### src/rtl/pipe_pkg.sv
// Shared definitions for the inter-stage pipeline registers: bubble word,
// slot occupancy encoding and the payload field map used to pack/unpack
// stage payloads at each instantiation.
package pipe_pkg;

    // Control word carried by a bubble; bit 31 marks "no instruction".
    localparam logic [31:0] PIPE_NOP = 32'h8000_0000;

    // Occupancy of a stage register: nothing, main entry only, main + skid.
    typedef enum logic [1:0] {
        SLOT_EMPTY = 2'd0,
        SLOT_MAIN  = 2'd1,
        SLOT_FULL  = 2'd2
    } slot_state_e;

    // Field widths. The control word sits at bit 0 so that the low word of
    // a bubble payload reads as PIPE_NOP.
    localparam int unsigned SIG_W    = 32;
    localparam int unsigned IR_W     = 32;
    localparam int unsigned PC_W     = 32;
    localparam int unsigned DST_W    = 5;
    localparam int unsigned RPOS_W   = 5;
    localparam int unsigned WORD_W   = 32;

    // Field offsets within the superset payload.
    localparam int unsigned SIG_OFF    = 0;
    localparam int unsigned IR_OFF     = SIG_OFF + SIG_W;
    localparam int unsigned PC_OFF     = IR_OFF + IR_W;
    localparam int unsigned DST_OFF    = PC_OFF + PC_W;
    localparam int unsigned R1_POS_OFF = DST_OFF + DST_W;
    localparam int unsigned R2_POS_OFF = R1_POS_OFF + RPOS_W;
    localparam int unsigned R1_OFF     = R2_POS_OFF + RPOS_W;
    localparam int unsigned R2_OFF     = R1_OFF + WORD_W;
    localparam int unsigned ALU_R_OFF  = R2_OFF + WORD_W;
    localparam int unsigned EXT_OFF    = ALU_R_OFF + WORD_W;
    localparam int unsigned V0_OFF     = EXT_OFF + WORD_W;
    localparam int unsigned A0_OFF     = V0_OFF + WORD_W;
    localparam int unsigned FULL_W     = A0_OFF + WORD_W;

    // Per-stage payload widths (IF/ID carries control, IR and PC only).
    localparam int unsigned IF_ID_W  = PC_OFF + PC_W;
    localparam int unsigned ID_EX_W  = FULL_W;
    localparam int unsigned EX_MEM_W = FULL_W;
    localparam int unsigned MEM_WB_W = FULL_W;

endpackage

### src/rtl/pipe_stage_reg_sat_counter.sv
// Saturating up-counter used for stall/flush performance statistics.
module sat_counter #(
    parameter int unsigned W = 16
) (
    input  logic         clk,
    input  logic         rst_n,
    input  logic         inc,
    output logic [W-1:0] count
);

    logic [W-1:0] count_q;
    logic [W-1:0] count_d;

    // Increment on request, sticking at all-ones.
    always_comb begin
        count_d = count_q;
        if (inc && (count_q != {W{1'b1}})) begin
            count_d = count_q + 1'b1;
        end
    end

    // Counter register, cleared by reset.
    always_ff @(posedge clk or negedge rst_n) begin
        if (!rst_n) begin
            count_q <= '0;
        end else begin
            count_q <= count_d;
        end
    end

    assign count = count_q;

endmodule

### src/rtl/pipe_stage_reg.sv
// Pipeline stage register with ready/valid handshake, hazard hold, flush,
// optional skid entry (registered in_ready) and stall/flush counters.
module pipe_stage_reg
    import pipe_pkg::*;
#(
    parameter int unsigned       DATA_W   = 160,
    parameter int unsigned       SKID     = 0,
    parameter logic [DATA_W-1:0] NOP_DATA = DATA_W'(PIPE_NOP),
    parameter int unsigned       CNT_W    = 16
) (
    input  logic              clk,
    input  logic              rst_n,
    input  logic              in_valid,
    output logic              in_ready,
    input  logic [DATA_W-1:0] in_data,
    input  logic              hold,
    input  logic              flush,
    output logic              out_valid,
    input  logic              out_ready,
    output logic [DATA_W-1:0] out_data,
    output logic [CNT_W-1:0]  stall_cnt,
    output logic [CNT_W-1:0]  flush_cnt
);

    slot_state_e       state_q, state_d;
    logic [DATA_W-1:0] main_q, main_d;
    logic [DATA_W-1:0] skid_q, skid_d;
    logic              main_vld;
    logic              skid_vld;
    logic              accept;
    logic              consume;
    logic              stall_inc;
    logic              flush_inc;

    assign main_vld = (state_q != SLOT_EMPTY);
    assign skid_vld = (state_q == SLOT_FULL);

    // Upstream readiness: combinational pass-through without skid, or a
    // function of registered occupancy and hold only when the skid exists.
    always_comb begin
        if (SKID != 0) begin
            in_ready = !hold && !skid_vld;
        end else begin
            in_ready = !hold && !flush && (!main_vld || out_ready);
        end
    end

    assign accept  = in_valid && in_ready;
    assign consume = main_vld && out_ready;

    // Next occupancy and entry contents; flush discards everything,
    // including a word whose handshake completes in the same cycle.
    always_comb begin
        state_d = state_q;
        main_d  = main_q;
        skid_d  = skid_q;
        if (flush) begin
            state_d = SLOT_EMPTY;
        end else begin
            case (state_q)
                SLOT_EMPTY: begin
                    if (accept) begin
                        main_d  = in_data;
                        state_d = SLOT_MAIN;
                    end
                end
                SLOT_MAIN: begin
                    if (consume && accept) begin
                        main_d = in_data;
                    end else if (consume) begin
                        state_d = SLOT_EMPTY;
                    end else if (accept) begin
                        // Main is held downstream; park the word in skid.
                        skid_d  = in_data;
                        state_d = SLOT_FULL;
                    end
                end
                SLOT_FULL: begin
                    if (consume) begin
                        main_d  = skid_q;
                        state_d = SLOT_MAIN;
                    end
                end
                default: state_d = SLOT_EMPTY;
            endcase
        end
    end

    // Occupancy register; reset drops any in-flight entries.
    always_ff @(posedge clk or negedge rst_n) begin
        if (!rst_n) begin
            state_q <= SLOT_EMPTY;
        end else begin
            state_q <= state_d;
        end
    end

    // Payload registers; contents are only meaningful when occupancy says so.
    always_ff @(posedge clk) begin
        main_q <= main_d;
        skid_q <= skid_d;
    end

    assign out_valid = main_vld;
    assign out_data  = main_vld ? main_q : NOP_DATA;

    assign stall_inc = in_valid && !in_ready && !flush;
    assign flush_inc = flush && (main_vld || in_valid);

    sat_counter #(.W(CNT_W)) u_stall_cnt (
        .clk   (clk),
        .rst_n (rst_n),
        .inc   (stall_inc),
        .count (stall_cnt)
    );

    sat_counter #(.W(CNT_W)) u_flush_cnt (
        .clk   (clk),
        .rst_n (rst_n),
        .inc   (flush_inc),
        .count (flush_cnt)
    );

endmodule

### config.mk
export PLATFORM = sky130hd
export DESIGN_NAME = pipe_stage_reg
export DESIGN_NICKNAME = d
export VERILOG_FILES = /design/src/rtl/pipe_pkg.sv /design/src/rtl/pipe_stage_reg_sat_counter.sv /design/src/rtl/pipe_stage_reg.sv
export SDC_FILE = /design/constraint.sdc
export NUM_CORES = 1
export LEC_CHECK = 0
export BUFFER_PORTS_ARGS = -buffer_cell sky130_fd_sc_hd__clkbuf_2
export CORE_ASPECT_RATIO = 0.9
export CORE_MARGIN = 2
export CORE_UTILIZATION = 58
export CTS_CLUSTER_SIZE = 10
export DETAILED_ROUTE_END_ITERATION = 7
export MAX_ROUTING_LAYER = met4
export PLACE_DENSITY = 0.85
export SLEW_MARGIN = 20
export SYNTH_ARGS = -nofsm -noshare
export SYNTH_HDL_FRONTEND = slang
export SYNTH_HIERARCHICAL = 1
export SYNTH_SLANG_ARGS = --single-unit
### constraint.sdc
create_clock -name clk -period 29 [get_ports clk]
set_clock_uncertainty 0.2 [all_clocks]
set_input_delay 2.9 -clock clk [delete_from_list [all_inputs] [get_ports clk]]
set_output_delay 2.9 -clock clk [all_outputs]
set_load 0.01 [all_outputs]
==> results of run 1 <==
-- through the flow --
step,hold slack (ps),instance area (sq um)
floorplan,323,15600
global placement,327,17500
detailed placement,332,17500
CTS,339,18600
global route,352,18600
finish,342,18600
-- registers in the layout (all words and copies together), names as in the netlist --
name and count:
u_flush_cnt/count 16, skid_q 160, u_stall_cnt/count 16, state_q 2, main_q 160
-- power breakdown --
group	internal, uW	switching, uW
logic	41.3	47.5
clock network	265	181
registers	593	20.1
-- placed cells by master, fill, tap and decap left out, drive strengths merged, types with 2 or more instances in the layout --
| master | Yosys | final |
|---|---|---|
| a21oi | 8 | 8 |
| a31oi | 4 | 4 |
| a32oi | 2 | 2 |
| a41oi | 4 | 4 |
| and2 | 159 | 159 |
| and3 | 6 | 6 |
| and4 | 4 | 4 |
| buf | 29 | 6 |
| clkbuf | 9 | 417 |
| conb | 1 | 160 |
| dfrtp | 34 | 34 |
| edfxtp | 320 | 320 |
| ha | 2 | 2 |
| mux2 | 164 | 164 |
| nand2 | 7 | 7 |
| nand2b | 3 | 3 |
| nand3 | 18 | 18 |
| nand4 | 20 | 20 |
| nor2 | 12 | 12 |
| nor2b | 4 | 4 |
| nor3 | 3 | 3 |
| nor4 | 4 | 4 |
| o21a | 7 | 7 |
| o21ai | 2 | 2 |
| o31ai | 2 | 2 |
| xnor2 | 10 | 10 |
| xor2 | 4 | 4 |
-- logic make-up after synthesis --
group	Yosys count	synth area share, %
multiplexers	164	14.3
buffers and inverters	39	2.63
other	1	0.0250
XOR/XNOR	14	0.816
flip-flops	354	69.6
AND/OR/NAND/NOR	243	10.8
AO/OA/AOI/OAI	31	1.60
adder cells (fa/ha/maj)	2	0.167
-- final timing paths --
path	startpoint	slack, ps	cells past startpoint	to
worst max-delay path	out_ready	22480	4	in_ready
worst min-delay path	skid_q[41]$_DFFE_PP_	340	1	main_q[41]$_DFFE_PP_
worst max register to register	state_q[0]$_DFFE_PN0P_	25510	5	main_q[79]$_DFFE_PP_
worst min register to register	skid_q[41]$_DFFE_PP_	340	1	main_q[41]$_DFFE_PP_
max in group asynchronous	rst_n	25760	1	u_flush_cnt/count[14]$_DFFE_PN0P_
min in group asynchronous	rst_n	2300	1	u_stall_cnt/count[7]$_DFFE_PN0P_
-- area by class of cell --
cell class,count,share of cell area (%)
sequential,354,56.1
multi-input combinational,614,25.6
timing repair buffer,365,9.88
clock buffer,58,6.01
tap,342,2.29
clock inverter,1,0.0872
inverter,1,0.0201
-- routing by layer --
layer  share of wire (%)  wire length (um)  track usage (%)
met5                   0                 0                -
met2                  50             15400             38.4
met1                  38             11600             26.1
met4                 3.6              1100             8.60
met3                 8.6              2630             7.36
-- worst max-delay path, delay by kind of cell --
family / cells / cell delay (ps)
buffers and inverters: 2 / 300
AND/OR/NAND/NOR: 2 / 210
==> results.py, run 1 <==
metrics = {
    "sta": {
        "finalCritPeriodShare_pct": 22.5,
        "tns_ps": 0,
        "grt_setup_unrepaired": "false",
        "worst_slew_margin_rel_pct": 31.6,
        "drv_slew": 0,
        "hold_violations": 0,
        "max_freq_mhz": 153,
        "fin_ws_ps": 22480,
        "tightest_slew_ps": 1030,
        "period_minus_slack_ps": 6520,
        "setup_viol": 0,
    },
    "route": {
        "first_pass_iters": 5,
        "vias_per_cell": 5.07,
        "drtIter0Drc": 688,
        "wire_per_inst_um": 17.7,
        "finalWirelength_um": 30800,
        "vias": 8792,
        "ant_nets": 0,
        "drc": 0,
    },
    "place": {
        "dp_cells": 1676,
        "io_buffers": 359,
        "pre_cts_slack_ps": 22500,
        "dp_hpwl_um": 21500,
        "gp_congestion": 0.870,
    },
    "setup_path": {
        "arrival_ps": 3420,
        "endpoint_kind": "primary output",
        "critical_path_class": "in2out",
        "critPathMostFrequentCell": "clkbuf_2",
        "cp_slowest_cell": "clkbuf_2",
        "cp_max_fo": 4,
        "critPathLaunchType": "input port",
        "cp.required_ps": 25900,
        "critical-path-max-stage-delay_ps": 160,
        "path_cells": "clkbuf_2 > nor2b_1 > nor3_1 > clkbuf_2",
    },
    "global_routing": {
        "grt_pass1_wl_um": 47000,
        "antenna_found_initial": 0,
        "grt_max_degree": 87,
        "grt.total_usage_pct": 22.9,
        "grt-ovfl-total": 0,
        "grt_pass1_vias": 9186,
    },
    "clock_network": {
        "clk_latency_ps": 520,
        "cts_max_level": 2,
        "cts_setup_buffers": 0,
        "ctsResizeCount": 0,
        "cts_root_buf": "clkbuf_16",
        "clockBufferDepth": 3,
        "clkTransAtPathRegs_ps": 50,
        "cts_tree": "built",
        "clock-sinks": 354,
        "postCtsHoldBufs": 0,
        "cts_made_buffers": 41,
    },
    "final_layout": {
        "nFillCells": 1611,
        "fin_util_pct": 73.6,
        "final_cells": 1735,
        "drive_gt1_share_pct": 42.8,
        "antenna_cells": 0,
        "seq_area_sq_um": 10500,
        "finish.net_count": 1545,
        "multi_input_area_sq_um": 4780,
        "syn2layout_area_growth_pct": 24.1,
    },
    "synthesis": {
        "synthFlopType": "edfxtp_1",
        "postSynthAreaPerCell_sq_um": 17.7,
        "ys_top_cells_by_count": "edfxtp_1, and2_1, mux2_2, mux2_4, dfrtp_1",
        "ys_seq_area_share_pct": 69.6,
        "async_flop_share_pct": 9.60,
        "yosys.cell_types.count": 45,
        "synth.top_cell.area_share_pct": 64.0,
        "synth_warnings": 6,
        "syn_inst": 848,
        "synth_area_sq_um": 15000,
        "synth.ff_latch_count": 354,
        "ys_top_cells_by_area": "edfxtp_1, mux2_4, and2_1",
        "synth_enable_flop_cells": 320,
        "synth_most_common_cell": "edfxtp_1",
        "synth_top_area_cell": "edfxtp_1",
    },
    "pwr": {
        "p_total_uw": 1150,
        "p_per_area_nw_per_um2": 61.5,
        "ir_drop_mv": 0.0507,
        "power_leakage_uw": 0.00778,
    },
    "floorplan": {
        "dieArea_sq_um": 27200,
        "io_pins": 360,
        "row_count": 55,
        "dieHeight_um": 157,
        "die_width_um": 174,
        "core_area_sq_um": 25300,
        "start_util_pct": 59.3,
    },
    "hold_path": {
        "min_path_type": "reg2reg",
    },
    "outcome": {
        "status": "completed",
    },
    "run": {
        "maxCapViolCount": 0,
    },
}
No activity file was read; power rests on OpenSTA's default activity.
==> run 2, diff against run 1 <==
--- a/config.mk
+++ b/config.mk
@@ -8,11 +8,11 @@
 export BUFFER_PORTS_ARGS = -buffer_cell sky130_fd_sc_hd__clkbuf_2
 export CORE_ASPECT_RATIO = 0.9
 export CORE_MARGIN = 2
-export CORE_UTILIZATION = 58
+export CORE_UTILIZATION = 49
 export CTS_CLUSTER_SIZE = 10
 export DETAILED_ROUTE_END_ITERATION = 7
 export MAX_ROUTING_LAYER = met4
-export PLACE_DENSITY = 0.85
+export PLACE_DENSITY = 0.77
 export SLEW_MARGIN = 20
 export SYNTH_ARGS = -nofsm -noshare
 export SYNTH_HDL_FRONTEND = slang
==> constraint.sdc (replaced) <==
create_clock -name clk -period 5.8 [get_ports clk]
set_clock_uncertainty 0.2 [all_clocks]
set_input_delay 0.58 -clock clk [delete_from_list [all_inputs] [get_ports clk]]
set_output_delay 0.58 -clock clk [all_outputs]
set_load 0.01 [all_outputs]
==> results.py, run 2 (same netlist as run 1, synthesis figures left out) <==
metrics = {
    "outcome": {
        "status": "completed",
    },
    "setup_path": {
        "path_cells": "or2_4 > buf_4 > and2_1 > clkbuf_2",
        "cp_max_fo": 100,
        "endpoint_kind": "primary output",
        "critical_path_class": "reg2out",
        "cp.required_ps": 5020,
        "rr_worst_depth": 4,
        "arrival_ps": 2680,
        "critPathLaunchType": "flip-flop",
        "cp_slowest_cell": "buf_4",
        "crit_family": "buffers and inverters",
        "cp.depth": 4,
        "cp_num_buf_inv": 2,
        "critical-path-max-stage-delay_ps": 740,
    },
    "route": {
        "finalWirelength_um": 29900,
        "drtIter0Drc": 482,
        "vias_per_cell": 4.81,
        "wire_per_inst_um": 16.7,
        "drc": 0,
        "ant_nets": 0,
        "first_pass_iters": 5,
        "vias": 8632,
    },
    "final_layout": {
        "fin_util_pct": 62.4,
        "final_cell_mix": "clkbuf_2, edfxtp_1, conb_1",
        "final_common_cell": "clkbuf_2",
        "nFillCells": 2284,
        "drive_gt1_share_pct": 43.0,
        "finish.net_count": 1546,
        "top_regs": "main_q (160), skid_q (160)",
        "syn2layout_area_growth_pct": 24.7,
        "final_cells": 1793,
    },
    "floorplan": {
        "start_util_pct": 50.0,
        "dieHeight_um": 170,
        "die_width_um": 189,
        "core_area_sq_um": 30000,
        "io_pins": 360,
        "dieArea_sq_um": 32100,
        "row_count": 60,
    },
    "place": {
        "pre_cts_slack_ps": 2860,
        "dp_hpwl_um": 20600,
        "gp_congestion": 0.862,
        "dp_cells": 1737,
        "io_buffers": 359,
    },
    "global_routing": {
        "antenna_found_initial": 3,
        "grt-ovfl-total": 0,
        "grt_pass1_wl_um": 45700,
        "grt.total_usage_pct": 18.8,
        "grt_max_degree": 101,
        "grt_pass1_vias": 8841,
    },
    "hold_path": {
        "min_path_type": "in2reg",
        "hold_depth": 1,
    },
    "sta": {
        "setup_viol": 0,
        "grt_setup_unrepaired": "false",
        "tightest_slew_ps": 1050,
        "period_minus_slack_ps": 3460,
        "drv_slew": 0,
        "hold_violations": 0,
        "fin_ws_ps": 2340,
        "finalCritPeriodShare_pct": 59.6,
        "max_freq_mhz": 289,
        "worst_slew_margin_rel_pct": 30.1,
        "tns_ps": 0,
    },
    "run": {
        "maxCapViolCount": 0,
    },
    "clock_network": {
        "clock-sinks": 354,
        "cts_tree": "built",
        "cts_made_buffers": 41,
        "cts_root_buf": "clkbuf_16",
        "clk_latency_ps": 520,
        "cts_max_level": 2,
        "clockBufferDepth": 3,
        "cts_setup_buffers": 0,
        "clkTransAtPathRegs_ps": 50,
    },
    "pwr": {
        "p_per_area_nw_per_um2": 306,
        "p_total_uw": 5730,
        "power_leakage_uw": 0.00779,
        "ir_drop_mv": 0.277,
    },
}
run 2: power by group:
group / internal (uW) / switching [uW]
sequential: 2960 / 99.6
combinational: 208 / 231
clock: 1320 / 908
run 2: timing repair:
item | CTS | global route
endpoints found under the hold margin | 34 | 0
hold buffers | 1 | 0
resized for setup | 0 | 0
run 2: worst reg2reg max path: cells and delay by family, from the launching register on:
kind                   cells  cell delay, ps
and+or+nand+nor            1             110
muxes                      1             540
DFF                        1             410
buffers and inverters      2            1400
run 2: final cells by class:
| type | count | area (sq um) | share of cell area, % |
|---|---|---|---|
| antenna | 3 | 7.51 | 0.0401 |
| clock buffer | 50 | 1100 | 5.88 |
| clock inverter | 2 | 13.8 | 0.0735 |
| inverter | 1 | 3.75 | 0.0200 |
| multi-input combinational | 614 | 4780 | 25.5 |
| sequential | 354 | 10500 | 55.8 |
| tap | 403 | 504 | 2.69 |
| timing repair buffer | 366 | 1860 | 9.95 |
run 2: path summary, 6_finish.rpt:
| check | end | slack, ps | startpoint |
|---|---|---|---|
| hold / removal | skid_q[7]$_DFFE_PP_ | 50 | in_data[7] |
| max in group asynchronous | u_flush_cnt/count[15]$_DFFE_PN0P_ | 4350 | rst_n |
| setup / recovery | out_data[62] | 2340 | state_q[0]$_DFFE_PN0P_ |
| hold reg to reg | main_q[159]$_DFFE_PP_ | 340 | skid_q[159]$_DFFE_PP_ |
| min in group asynchronous | u_stall_cnt/count[15]$_DFFE_PN0P_ | 510 | rst_n |
| setup reg to reg | main_q[146]$_DFFE_PP_ | 2890 | state_q[0]$_DFFE_PN0P_ |
run 2: layer usage:
layer	vias up	track usage, %	part of all wire (%)
met5	-	-	0
met4	0	5.91	2.4
met3	62	6.70	9.9
met2	317	29.7	48
met1	4166	22.7	39
li1	4087	-	-
run 2: per-stage QoR:
step	area (sq um)	hold slack, ps
global placement	17600	327
global route	18700	31.1
floorplan	15600	84.4
CTS	18700	27.9
finish	18700	49.5
detailed placement	17600	331
